**config.mk**
```make
export PLATFORM = sky130hd
export DESIGN_NAME = sqrt_share_ctrl
export DESIGN_NICKNAME = d
export VERILOG_FILES = /design/src/rtl/sqrt_share_ctrl.sv
export SDC_FILE = /design/constraint.sdc
export NUM_CORES = 1
export LEC_CHECK = 0
export BUFFER_PORTS_ARGS = -buffer_cell sky130_fd_sc_hd__buf_2
export CORE_ASPECT_RATIO = 0.6
export CORE_UTILIZATION = 40
export DETAILED_ROUTE_END_ITERATION = 6
export HOLD_SLACK_MARGIN = 0.15
export PLACE_DENSITY_LB_ADDON = 0.15
export SYNTH_ARGS = -nofsm -noshare
export SYNTH_HDL_FRONTEND = slang
export SYNTH_SLANG_ARGS = --single-unit
```
**constraint.sdc**
```tcl
create_clock -name clk -period 15.3 [get_ports clk]
set_input_delay 2.295 -clock clk [delete_from_list [all_inputs] [get_ports clk]]
set_output_delay 2.295 -clock clk [all_outputs]
set_load 0.02 [all_outputs]
```
**src/rtl/sqrt_share_ctrl.sv**
```systemverilog
// Shared iterative integer square-root engine: round-robin arbitration among
// NUM_REQ requesters, one root bit per cycle, result returned over valid/ready.
module sqrt_share_ctrl #(
    parameter int NUM_REQ = 4,
    parameter int WIDTH   = 32,
    localparam int R      = WIDTH / 2,
    localparam int RW     = R + 1,
    localparam int ID_W   = (NUM_REQ > 1) ? $clog2(NUM_REQ) : 1,
    localparam int BW     = (R > 1) ? $clog2(R) : 1
) (
    input  logic                     clk,
    input  logic                     rst_n,
    input  logic [NUM_REQ-1:0]       req_valid,
    output logic [NUM_REQ-1:0]       req_ready,
    input  logic [NUM_REQ*WIDTH-1:0] req_data,
    output logic                     rsp_valid,
    input  logic                     rsp_ready,
    output logic [ID_W-1:0]          rsp_id,
    output logic [R-1:0]             rsp_root,
    output logic [RW-1:0]            rsp_rem,
    output logic                     busy
);

    typedef enum logic [1:0] {IDLE, CALC, DONE} state_t;

    state_t            state_reg, state_next;
    logic [ID_W-1:0]   last_reg, id_reg, grant_idx;
    logic              grant_found, accept;
    logic [WIDTH-1:0]  x_reg, grant_data, trial_sq;
    logic [R-1:0]      root_reg, one_hot, trial, root_calc;
    logic [BW-1:0]     bit_reg;
    logic [RW-1:0]     rem_reg, rem_calc;

    // Search order starts just after the last winner so every requester gets a turn.
    always_comb begin
        grant_found = 1'b0;
        grant_idx   = '0;
        for (int k = 1; k <= NUM_REQ; k++) begin
            if (!grant_found && req_valid[(int'(last_reg) + k) % NUM_REQ]) begin
                grant_found = 1'b1;
                grant_idx   = ID_W'((int'(last_reg) + k) % NUM_REQ);
            end
        end
    end

    always_comb begin
        grant_data = '0;
        for (int i = 0; i < NUM_REQ; i++) begin
            if (grant_idx == ID_W'(i)) begin
                grant_data = req_data[i*WIDTH +: WIDTH];
            end
        end
    end

    // rst_n gates ready so nothing is offered while reset is held.
    assign accept = rst_n && (state_reg == IDLE) && grant_found;

    generate
        for (genvar gi = 0; gi < NUM_REQ; gi++) begin : g_ready
            assign req_ready[gi] = accept && (grant_idx == ID_W'(gi));
        end
    endgenerate

    // Bisection step; the remainder fits in R+1 bits, so modular arithmetic at that width is exact.
    assign one_hot   = R'(1) << bit_reg;
    assign trial     = root_reg | one_hot;
    assign trial_sq  = WIDTH'(trial) * WIDTH'(trial);
    assign root_calc = (trial_sq <= x_reg) ? trial : root_reg;
    assign rem_calc  = x_reg[RW-1:0] - (RW'(root_calc) * RW'(root_calc));

    always_comb begin
        state_next = state_reg;
        case (state_reg)
            IDLE:    if (accept) state_next = CALC;
            CALC:    if (bit_reg == '0) state_next = DONE;
            DONE:    if (rsp_ready) state_next = IDLE;
            default: state_next = IDLE;
        endcase
    end

    always_ff @(posedge clk or negedge rst_n) begin
        if (!rst_n) begin
            state_reg <= IDLE;
            last_reg  <= ID_W'(NUM_REQ - 1);
            id_reg    <= '0;
            x_reg     <= '0;
            root_reg  <= '0;
            bit_reg   <= '0;
            rem_reg   <= '0;
        end else begin
            state_reg <= state_next;
            case (state_reg)
                IDLE: begin
                    if (accept) begin
                        x_reg    <= grant_data;
                        id_reg   <= grant_idx;
                        last_reg <= grant_idx;
                        root_reg <= '0;
                        bit_reg  <= BW'(R - 1);
                    end
                end
                CALC: begin
                    root_reg <= root_calc;
                    bit_reg  <= bit_reg - BW'(1);
                    if (bit_reg == '0) rem_reg <= rem_calc;
                end
                default: ;
            endcase
        end
    end

    assign rsp_valid = (state_reg == DONE);
    assign busy      = (state_reg != IDLE);
    assign rsp_id    = id_reg;
    assign rsp_root  = root_reg;
    assign rsp_rem   = rem_reg;

endmodule
```
==> results.sh, run 1 <==
export IMPL_cts_resized_gates=0
export IMPL_hold_class="reg -> reg"
export IMPL_clockBufferDepth=2
export IMPL_wire_per_inst_um=18.33
export IMPL_critPathCaptureType="flip-flop"
export IMPL_synth_async_reset_ratio_pct=100.0
export IMPL_met2_length_mm=18.77
export IMPL_rsz0062_at_grt="false"
export IMPL_top_layer="met4"
export IMPL_boundaryPins=176
export IMPL_synth_cell_types=66
export IMPL_clock_root_buffer="clkbuf_16"
export IMPL_grt_use_total_pct=24.52
export IMPL_n_antenna_cell=0
export IMPL_core_rowCount=56
export IMPL_dr_pass1_iters=6
export IMPL_setup_tns_ns=0
export IMPL_netlist_area_um2=16270
export IMPL_final_cell_mix="inv_1 (439), fa_1 (262), nor2_1 (246)"
export IMPL_hold_buffers=0
export IMPL_synth_ff_latch_count=75
export IMPL_clock_fmax_mhz=70.03
export IMPL_grt_pass1_wl_mm=78.30
export IMPL_wl_mm=48.53
export IMPL_hpwl_mm=41.59
export IMPL_tightest_slew_ns=1.043
export IMPL_slew_headroom_pct=30.47
export IMPL_cts_tree="yes"
export IMPL_cts_buffers=9
export IMPL_route_vias_total=13500
export IMPL_setup_violations=0
export IMPL_htree_levels=3
export IMPL_crit_slowest_cell="fa_1"
export IMPL_die_area_um2=41510
export IMPL_period_share_pct=93.33
export IMPL_final_common_cell="inv_1"
export IMPL_maxCapViolations=0
export IMPL_seq_area_frac_synth_pct=11.55
export IMPL_hold_path_depth=2
export IMPL_synth_area_per_cell_um2=8.258
export IMPL_worstReg2RegStart="bit_reg[0]"
export IMPL_cp_arrival_ns=14.55
export IMPL_skew_ns=0.006159
export IMPL_clock_sinks=75
export IMPL_hold_path_endpoint="rsp_rem[1]"
export IMPL_cp_start_kind="flip-flop"
export IMPL_synth_area_leaders="fa_1 (32%), ha_1 (14%), dfrtp_1 (11%)"
export IMPL_gp_congestion=1.004
export IMPL_hold_violations=0
export IMPL_clk_latency_ns=0.35
export IMPL_cp_common_cell="fa_1"
export IMPL_r2r_slack_ns=1.02
export IMPL_met1_length_mm=24.93
export IMPL_antenna_found_initial=0
export IMPL_post_cts_buffers=0
export IMPL_fp_dieW_um=262.4
export IMPL_first_iter_violations=1118
export IMPL_grt_pass1_vias=13730
export IMPL_core_area_um2=39590
export IMPL_wl_met3_mm=4.310
export IMPL_largest_register_ffs=32
export IMPL_fin_nets=2703
export IMPL_r2r_end="rsp_rem[16]"
export IMPL_overflow=0
export IMPL_worstSetupPathType="reg -> reg"
export IMPL_period_minus_slack_ns=14.28
export IMPL_synth_edf_count=0
export IMPL_die_y_um=158.2
export IMPL_r2r_cells=53
export IMPL_crit_fanout=15
export IMPL_drc_errors=0
export IMPL_viasPerCell=5.099
export IMPL_synthToLayoutAreaGrowth_pct=11.90
export IMPL_maxSlewViolCount=0
export IMPL_initial_utilization_pct=41.09
export IMPL_portBuffers=175
export IMPL_hp_start="rsp_rem[1]"
export IMPL_cp_data_required_time_ns=15.57
export IMPL_yosysWarnings=0
export IMPL_ant_nets=0
export IMPL_critPathMaxStageDelay_ns=0.57
export IMPL_synth_top_cell_by_area="fa_1"
export IMPL_yosys_area_top_type_share_pct=32.24
export IMPL_grt_max_degree=78
export IMPL_layout_drive_gt1_share_pct=12.28
export IMPL_ys_flop_type="dfrtp_1"
export IMPL_syn_num_nets=2552
export IMPL_cts_clk_slew_worst_paths_ns=0.06
export IMPL_status="complete, no violations"
export IMPL_syn_instance_count=1970
## worst max-delay path by stage
| stage | start | endpoint | cells after the start |
|---|---|---|---|
| floorplan | bit_reg[0] | rsp_rem[16] | 54 |
| global placement | bit_reg[0] | rsp_rem[16] | 49 |
| detailed placement | bit_reg[0] | rsp_rem[16] | 50 |
| CTS | bit_reg[0] | rsp_rem[16] | 50 |
| global route | bit_reg[2] | rsp_rem[14] | 52 |
| finish | bit_reg[0] | rsp_rem[16] | 53 |
## per-stage QoR
stage	hold slack [ns]	util, %	std cells	area [um^2]	setup slack [ns]
3_5_place_dp	0.4609	44.97	2632	17800	0.2180
3_3_place_gp	0.4589	44.97	2632	17800	0.6193
6_report	0.4733	45.98	2648	18200	1.020
5_1_grt	0.5154	45.98	2648	18200	0.1590
2_1_floorplan	0.4772	-	1970	16270	2.317
4_1_cts	0.4750	45.90	2648	18170	0.1801
## kinds of logic (layout without fill, tap and decap cells)
logic type	after synthesis	after routing	synth area share (%)
compound gates	301	301	11.54
xor+xnor	60	60	3.361
fa+ha+maj	448	448	46.53
buf+inv	513	669	11.90
flops	75	75	11.55
mux	4	4	0.2461
simple gates	569	569	14.87
## layer usage
| metal | vias to the layer above | global-route usage [%] |
|---|---|---|
| met5 | - | 0 |
| met4 | 0 | 3.277 |
| met3 | 43 | 6.206 |
| met2 | 489 | 33.98 |
| met1 | 6549 | 38.39 |
| li1 | 6421 | - |
## cells in the mapped netlist, types with 5 or more instances
cell	instances
inv_1	441
clkbuf_1	49
nor2b_1	7
clkinv_1	6
a21o_1	25
fa_1	262
xnor2_1	45
or3_1	5
dfrtp_1	73
o21ai_1	6
ha_1	185
nand2_1	190
nand2b_1	17
o21ai_0	88
a21oi_1	79
xor2_1	13
nor3_1	20
o21bai_1	8
and3_1	5
nand3_1	41
or2_2	10
nand4_1	9
o211ai_1	35
a31oi_1	12
o21a_1	8
buf_1	7
nor2_1	248
buf_2	8
a211oi_1	7
## layout make-up
class / instances / area [um^2]
flip-flops and latches: 75 / 1879
clock buffers: 9 / 225.2
inverters: 449 / 1693
well taps: 522 / 653.1
repair buffers: 204 / 1096
clock inverters: 7 / 140.1
multi-input cells: 1382 / 12520
fillers: 3951 / 21380
## worst max-delay path: cells and delay by family, from the launching register on
| kind | cells | cell delay, ns |
|---|---|---|
| buffers and inverters | 8 | 1.27 |
| xor gates and xnor gates | 2 | 0.40 |
| DFF | 1 | 0.43 |
| adders and majority gates | 16 | 6.78 |
| AOI/OAI and AO/OA | 17 | 2.82 |
| and+or+nand+nor | 10 | 2.49 |
Power of run 1 is not shown: default switching activity piles up to over one toggle a cycle in this logic, so the estimate is an artifact.
==> run 2, diff against run 1 <==
--- a/config.mk
+++ b/config.mk
@@ -9,6 +9,7 @@
 export CORE_ASPECT_RATIO = 0.6
 export CORE_UTILIZATION = 40
 export DETAILED_ROUTE_END_ITERATION = 6
+export GPL_TIMING_DRIVEN = 0
 export HOLD_SLACK_MARGIN = 0.15
 export PLACE_DENSITY_LB_ADDON = 0.15
 export SYNTH_ARGS = -nofsm -noshare
==> results.sh, run 2 (synthesis gave the netlist of run 1 again) <==
export IMPL_dr_pass1_iters=7
export IMPL_clk_latency_ns=0.35
export IMPL_largest_register_ffs=32
export IMPL_cp_start_kind="flip-flop"
export IMPL_wire_per_inst_um=18.46
export IMPL_antenna_found_initial=0
export IMPL_setup_violations=0
export IMPL_die_area_um2=41510
export IMPL_fin_ws_ns=0.7494
export IMPL_period_minus_slack_ns=14.55
export IMPL_critPathCaptureType="flip-flop"
export IMPL_route_vias_total=13680
export IMPL_cts_buffers=9
export IMPL_layout_drive_gt1_share_pct=11.69
export IMPL_boundaryPins=176
export IMPL_first_iter_violations=909
export IMPL_synthToLayoutAreaGrowth_pct=11.97
export IMPL_grt_max_degree=48
export IMPL_cp_common_cell="fa_1"
export IMPL_grt_use_total_pct=24.97
export IMPL_final_common_cell="inv_1"
export IMPL_status="complete, no violations"
export IMPL_path_buf_inv=13
export IMPL_tightest_slew_ns=1.057
export IMPL_clock_sinks=75
export IMPL_holdWs_ns=0.4749
export IMPL_final_cells=2687
export IMPL_rsz0062_at_grt="true"
export IMPL_core_area_um2=39590
export IMPL_cts_clk_slew_worst_paths_ns=0.06
export IMPL_maxSlewViolCount=0
export IMPL_n_antenna_cell=0
export IMPL_skew_ns=0.008373
export IMPL_maxCapViolations=0
export IMPL_ant_nets=0
export IMPL_hpwl_mm=43.06
export IMPL_dp_slack_ns=-0.8337
export IMPL_wl_mm=49.61
export IMPL_die_y_um=158.2
export IMPL_grt_pass1_vias=13830
export IMPL_place_inst=2668
export IMPL_crit_family="adder cells"
export IMPL_grt_pass1_wl_mm=78.73
export IMPL_portBuffers=175
export IMPL_clockBufferDepth=2
export IMPL_hold_violations=0
export IMPL_initial_utilization_pct=41.09
export IMPL_drc_errors=0
export IMPL_r2r_slack_ns=0.75
export IMPL_htree_levels=3
export IMPL_hold_class="reg -> reg"
export IMPL_clock_fmax_mhz=68.73
export IMPL_worstSetupPathType="reg -> reg"
export IMPL_critPathMaxStageDelay_ns=0.72
export IMPL_slew_headroom_pct=29.56
export IMPL_crit_slowest_cell="o21ai_0"
export IMPL_cp_arrival_ns=14.82
export IMPL_final_cell_mix="inv_1 (440), fa_1 (262), nor2_1 (247)"
export IMPL_overflow=0
export IMPL_fin_nets=2742
export IMPL_cts_tree="yes"
export IMPL_crit_fanout=10
export IMPL_gp_congestion=0.9074
export IMPL_core_rowCount=56
export IMPL_period_share_pct=95.10
export IMPL_fp_dieW_um=262.4
export IMPL_viasPerCell=5.091
export IMPL_setup_tns_ns=0
export IMPL_clock_root_buffer="clkbuf_16"
export IMPL_cp_data_required_time_ns=15.57
==> run 2: cell count changes in the layout (fill, tap and decap cells not counted), moves of 2 or more <==
cell	change
a31oi_1	-2
clkbuf_1	+44
clkinv_1	-3
clkbuf_2	+7
buf_4	-23
o21ai_1	-2
clkinvlp_4	-3
buf_1	+6
nor2_2	-2
a21oi_4	+2
buf_2	+8
a31oi_2	+2
clkinv_2	+5
bufinv_16	-4
==> run 2: metrics by stage <==
step,utilization (%),area [um^2]
floorplan,-,16270
global placement,44.96,17800
detailed placement,45.03,17830
CTS,45.71,18100
global route,46.01,18220
finish,46.01,18220
==> run 2: what timing repair did <==
action                     in CTS  in global routing
setup endpoints to repair       6                  7
hold buffers                    0                  0
resized for setup               8                 28
gates cloned                    0                  0
pin swaps                       0                  4
setup buffers                   0                  6
==> run 2: final timing paths <==
check | cells past startpoint | startpoint | endpoint
hold / removal | 2 | rsp_rem[12] | rsp_rem[12]
setup / recovery | 51 | bit_reg[0] | rsp_rem[16]
hold reg to reg | 2 | rsp_rem[12] | rsp_rem[12]
min in group asynchronous | 1 | rst_n | rsp_id[0]
setup reg to reg | 51 | bit_reg[0] | rsp_rem[16]
max in group asynchronous | 2 | rst_n | x_reg[13]
==> run 2: routing by layer <==
layer	global-route usage (%)	vias up	wire (um)
li1	-	6511	-
met1	38.57	6675	25680
met2	36.41	456	19800
met3	4.744	38	3574
met4	3.613	0	545
met5	0	-	0
==> run 2: layout make-up <==
class                   instances  area (um^2)
multi-input cells            1382        12540
plain buffers                  61        247.7
flip-flops and latches         75         1879
repair buffers                182        950.9
inverters                     449         1693
clock inverters                 3        15.01
fillers                      3933        21370
clock buffers                  13        240.2
well taps                     522        653.1
==> run 2: tightest hold or removal path, delay by kind of cell, from the launching register on <==
kind	cells	cell delay, ns
flip-flops	1	0.34
AO/OA/AOI/OAI	1	0.06
AND/OR/NAND/NOR	1	0.04
Power of run 2 is left out for the same reason.
